## config.mk

```make
export PLATFORM = sky130hd
export DESIGN_NAME = tim_cmp
export DESIGN_NICKNAME = d
export VERILOG_FILES = /design/src/rtl/tim_cmp.sv
export SDC_FILE = /design/constraint.sdc
export NUM_CORES = 1
export LEC_CHECK = 0
export ABC_AREA = 0
export CAP_MARGIN = 20
export CORE_MARGIN = 8
export CORE_UTILIZATION = 50
export CTS_CLUSTER_DIAMETER = 200
export DETAILED_ROUTE_END_ITERATION = 10
export MAX_ROUTING_LAYER = met4
export PLACE_DENSITY = 0.85
export SYNTH_ARGS = -nofsm -noshare
export SYNTH_HDL_FRONTEND = slang
export SYNTH_SLANG_ARGS = --single-unit
```

## constraint.sdc

```tcl
create_clock -name clk -period 4.4 [get_ports clk]
set_input_delay 0.66 -clock clk [delete_from_list [all_inputs] [get_ports clk]]
set_output_delay 0.66 -clock clk [all_outputs]
set_load 0.005 [all_outputs]
```

## src/rtl/tim_cmp.sv

```systemverilog
// Compare/alarm stage behind the timer: raises a sticky irq when the timer steps onto
// the programmed compare value, with one-shot/periodic re-arm, overrun flag and hit count.
module tim_cmp #(
    parameter int W = 4
) (
    input  logic         clk,
    input  logic         rst,
    input  logic [W-1:0] tim_i,
    input  logic         cmp_we_i,
    input  logic [W-1:0] cmp_d_i,
    input  logic         arm_i,
    input  logic         disarm_i,
    input  logic         periodic_i,
    input  logic         irq_ack_i,
    output logic         irq_o,
    output logic         ovr_o,
    output logic         armed_o,
    output logic [W-1:0] cmp_o,
    output logic [3:0]   hits_o
);

    typedef enum logic [1:0] {IDLE = 2'd0, ARMED = 2'd1, PEND = 2'd2} state_e;

    state_e       state_q;
    logic [W-1:0] tim_q;
    logic [W-1:0] cmp_q;
    logic [3:0]   hits_q;
    logic [3:0]   hits_d;
    logic         irq_q;
    logic         ovr_q;
    logic         armed_q;
    logic         adv;
    logic         match;

    // Only a step onto the compare value counts; a held timer or a fresh write never fires.
    assign adv    = (tim_i != tim_q);
    assign match  = adv && (tim_i == cmp_q);
    assign hits_d = (hits_q == 4'hF) ? hits_q : hits_q + 4'd1;

    always_ff @(posedge clk or negedge rst) begin
        if (!rst) begin
            state_q <= IDLE;
            tim_q   <= '0;
            cmp_q   <= '1;
            hits_q  <= 4'd0;
            irq_q   <= 1'b0;
            ovr_q   <= 1'b0;
            armed_q <= 1'b0;
        end else begin
            tim_q <= tim_i;
            if (cmp_we_i) cmp_q <= cmp_d_i;
            case (state_q)
                IDLE: begin
                    if (arm_i && !disarm_i) begin
                        state_q <= ARMED;
                        armed_q <= 1'b1;
                        hits_q  <= 4'd0;
                    end
                end
                ARMED: begin
                    if (disarm_i) begin
                        state_q <= IDLE;
                        armed_q <= 1'b0;
                    end else if (match) begin
                        state_q <= PEND;
                        irq_q   <= 1'b1;
                        hits_q  <= hits_d;
                    end
                end
                PEND: begin
                    if (disarm_i) begin
                        state_q <= IDLE;
                        irq_q   <= 1'b0;
                        armed_q <= 1'b0;
                        ovr_q   <= 1'b0;
                    end else if (irq_ack_i) begin
                        ovr_q <= 1'b0;
                        // Periodic ack racing a new match keeps the interrupt up and counts it.
                        if (periodic_i && match) begin
                            hits_q <= hits_d;
                        end else if (periodic_i) begin
                            state_q <= ARMED;
                            irq_q   <= 1'b0;
                        end else begin
                            state_q <= IDLE;
                            irq_q   <= 1'b0;
                            armed_q <= 1'b0;
                        end
                    end else if (match && periodic_i) begin
                        ovr_q <= 1'b1;
                    end
                end
                default: begin
                    state_q <= IDLE;
                    irq_q   <= 1'b0;
                    armed_q <= 1'b0;
                    ovr_q   <= 1'b0;
                end
            endcase
        end
    end

    assign irq_o   = irq_q;
    assign ovr_o   = ovr_q;
    assign armed_o = armed_q;
    assign cmp_o   = cmp_q;
    assign hits_o  = hits_q;

endmodule

```

==> results.txt <==
----------------------------------------------------
[Run status]
  Status ... finished, final reports clean

[Synth]
  Post-synthesis cell type with the largest combined area ... dfrtp_1
  Leading cell types by total area after synthesis ... dfrtp_1 33%, dfstp_2 11%, ha_1 6.4%, mux2_2 5.7%, xnor2_1 3.6%
  Syn_area_per_cell ... between 10 and 15 um^2
  Flops & latches, synth ... 17
  Share of the yosys chip area belonging to registers ... between 40% and 50%
  Count of synthesis-stage warnings from yosys ... 0
  Net count after synthesis ... 110
  Netlist cell types ... 35
  Total standard cell area after synthesis ... 980 um^2
  Fraction of synthesized cell area taken by the top area cell type ... 33.2%
  Cell count after synthesis ... 90

[Timing]
  Total count of hold-check failures in the final report ... 0
  Unrepaired setup endpoints after global routing ... no
  Max-slew violation total from the final report ... 0
  Worst-Margin Slew ... 798 ps
  Hold_ws ... 513 ps
  Upper clock frequency limit ... 425 MHz
  Final setup fails ... 0
  Post-layout minimum cycle time ... 2350 ps
  Period utilization ... between 50 and 60%
  Normalized max-slew margin ... 46.6%
  Max Clock Skew ... 5.44 ps
  Sum of negative setup slack ... 0 ps

[Critical path]
  Startpoint of the worst register-to-register path ... state_q[1]
  CP delay by family, top ... compound AO/OA/AOI/OAI gates
  Launching element type of the critical path ... input port
  Crit path arrival time ... between 2000 and 3000 ps
  Reg2Reg Capture Point ... hits_o[2]
  Critical Setup Path Class ... input port to flop
  Highest-delay cell along the critical path ... clkdlybuf4s50_1
  Maximum cell stage delay along the critical path ... 480 ps
  Sequence of cells on the critical path ... clkdlybuf4s50_1, xor2_1, nor4_4, a31oi_1, a211o_1, a211o_1
  Top fanout value on the critical path ... 4
  Minimum setup slack among reg-to-reg paths ... 2320 ps
  Source of the critical timing path ... tim_i[0]
  Required time worst endpoint ... between 4000 and 5000 ps
  Number of cells on the worst reg-to-reg path ... 7
  Critical Path End Type ... flop
  CP Buf/Inv Count ... 1
  Worst path most repeated cell ... a211o_1

[Drt]
  Drc violations ... 0
  Via Count ... roughly 800
  DRT Wirelength ... 2.27 mm
  Post-DR wirelength/cell ... 15.7 um
  Detailed router's first-iteration violation count ... 12
  Post-detailed-route via-to-cell ratio ... between 5 and 6
  Number of nets with antenna violations after routing ... 0
  Number of detailed-routing iterations run before antenna repair ... 4

[Power]
  Cell Int Power ... slightly below 0.4 mW
  Peak supply drop ... 0.296 mV
  Gate power share ... 48.0%
  Pwr Density ... around 470 mW/mm^2
  Proportion of total power due to net switching ... between 30% and 40%
  Register share of total power ... 37.5%
  Leakage power ... 0.533 nW
  Clock network fraction of design power ... approximately 14%
  Switching pwr ... roughly 0.22 mW

[Placement]
  Placer Congestion ... 0.865
  PortBufs ... 25
  Half-perimeter wire length of the detailed placement result ... 1.75 mm

[GRT]
  Number of antenna violations at the first check in global routing ... 0
  Maximum number of pins on one net before global-route repair ... 18
  First-pass GRT wire length ... 3.90 mm
  Overall global routing resource usage ... 15.2%
  Number of global-route vias before repair ... 827
  GRT overflow ... 0

[Clock network]
  Cts-stage hold buffer count ... 0
  Clock tree root buffer cell ... clkbuf_4
  Maximum clock path buffer count ... 2
  Clock tree from TritonCTS ... built
  Clock H-tree levels ... 1
  Clock slew at reported path FFs ... 100 ps
  Number of clock sinks ... 17
  Number of CTS-inserted buffers ... 3
  Post-CTS setup buffer count ... 0
  Insertion delay of the later-clocked pin in the worst-skew pair ... 300 ps
  Post_cts resized ... 0

[Hold path]
  WHS Endpoint ... armed_o
  Worst Hold Class ... flop to flop
  WHS Path Cells ... 1
  Worst hold path startpoint ... armed_o

[Die]
  Y dimension of the die ... 60.3 um
  Area of the core ... 0.00190 mm^2
  I/O pin count ... 26
  Initial standard-cell utilization of the core ... 51.5%
  Num rows ... 16
  Horizontal extent of the die ... 60.3 um
  Area of the die ... approximately 0.0036 mm^2

[Finish]
  Number of inserted diodes ... 0
  Layout Area Growth over Synthesis ... 31.4%
  Number of nets in the finished design ... about 140
  Fraction of final layout cells sized beyond drive strength 1 ... 12.7%
  Number of fill cells ... 146

[Job]
  MaxCap Viol Count ... 0

----------------------------------------------------
[cells in the final DEF (no fill, tap or decap), drive strengths merged, types with 2 or more instances in the layout]
cell	n
clkdlybuf4s50	25
dfrtp	13
inv	6
nand2	6
mux2	6
nor2	5
ha	5
xor2	4
xnor2	4
dfstp	4
a211o	3
nand3	3
clkbuf	3
a31oi	2
nand2b	2
a211oi	2
nand3b	2
a2111oi	2
mux2i	2
nor3b	2
a22o	2
[layout make-up]
class	count	area [um^2]	share of cell area [%]
Clock inverter	1	5.00	0.389
Inverter	6	22.5	1.75
Timing Repair Buffer	25	250	19.4
Sequential cell	17	430	33.4
Tap cell	27	33.8	2.62
Multi-Input combinational cell	66	523	40.6
Clock buffer	3	22.5	1.75
[through the flow]
stage / std cells / cell area (um^2) / power [mW] / worst slack, ps / utilization [%]
2_1_floorplan: 90 / 980 / 0.411 / 2350 / -
3_3_place_gp: 141 / 1260 / 0.513 / 1810 / 66.3
3_5_place_dp: 141 / 1260 / 0.526 / 1710 / 66.3
4_1_cts: 145 / 1290 / 0.615 / 2040 / 67.7
5_1_grt: 145 / 1290 / 0.658 / 1960 / 67.7
6_report: 145 / 1290 / 0.610 / 2050 / 67.7
[sequential cells by signal, summed over array words and instances, names as in the netlist]
name,count
armed_o,1
cmp_o,4
hits_o,4
irq_o,1
ovr_o,1
state_q,2
tim_q,4
[cell usage after synthesis]
master,number
nand2_1,6
o211ai_1,1
o21ai_0,1
dfrtp_1,13
dfstp_2,4
mux2_4,1
a22o_1,2
ha_1,5
mux2_2,5
a211oi_1,2
nor2_1,5
clkbuf_1,1
nand2b_1,2
nor3b_1,2
xor2_1,4
a31o_1,1
and3_1,1
xnor2_1,4
and2_1,1
a21oi_1,1
nand3_1,3
nor4_4,1
o221ai_1,1
a211o_1,3
a2bb2oi_1,1
a31oi_1,2
a21o_1,1
mux2i_1,2
a2111oi_0,2
nand4_1,1
nor3_1,1
nand3b_1,2
or3_1,1
inv_1,6
o32ai_1,1
[layer usage]
layer	routed length [um]	global-route usage (%)	up-vias
li1	-	-	393
met5	0	-	-
met4	57	9.18	0
met1	944	16.6	378
met3	145	4.52	4
met2	1120	23.9	22
[power groups by stage]
stage / clock, mW / combinational, mW / sequential [mW]
after global routing: 0.0975 / 0.327 / 0.234
after floorplan: 0 / 0.183 / 0.228
after global placement: 0 / 0.285 / 0.228
final: 0.0884 / 0.293 / 0.228
after CTS: 0.0902 / 0.296 / 0.228
after detailed placement: 0 / 0.294 / 0.232
[worst max path at each step]
stage,end,slack (ps),cells after the start
CTS,hits_o[2],2040,6
floorplan,hits_o[0],2350,5
global placement,hits_o[0],1810,6
detailed placement,hits_o[2],1710,6
global route,hits_o[3],1960,6
finish,hits_o[2],2050,6
[logic make-up after synthesis]
family                   share of synthesized area [%]
AO/OA/AOI/OAI                                     15.2
flip-flops                                        43.9
multiplexers                                      9.32
AND/OR/NAND/NOR                                   15.3
buffers and inverters                             2.68
XOR/XNOR                                          7.15
adder cells (fa/ha/maj)                           6.39
(Power assumes the default switching activity.)
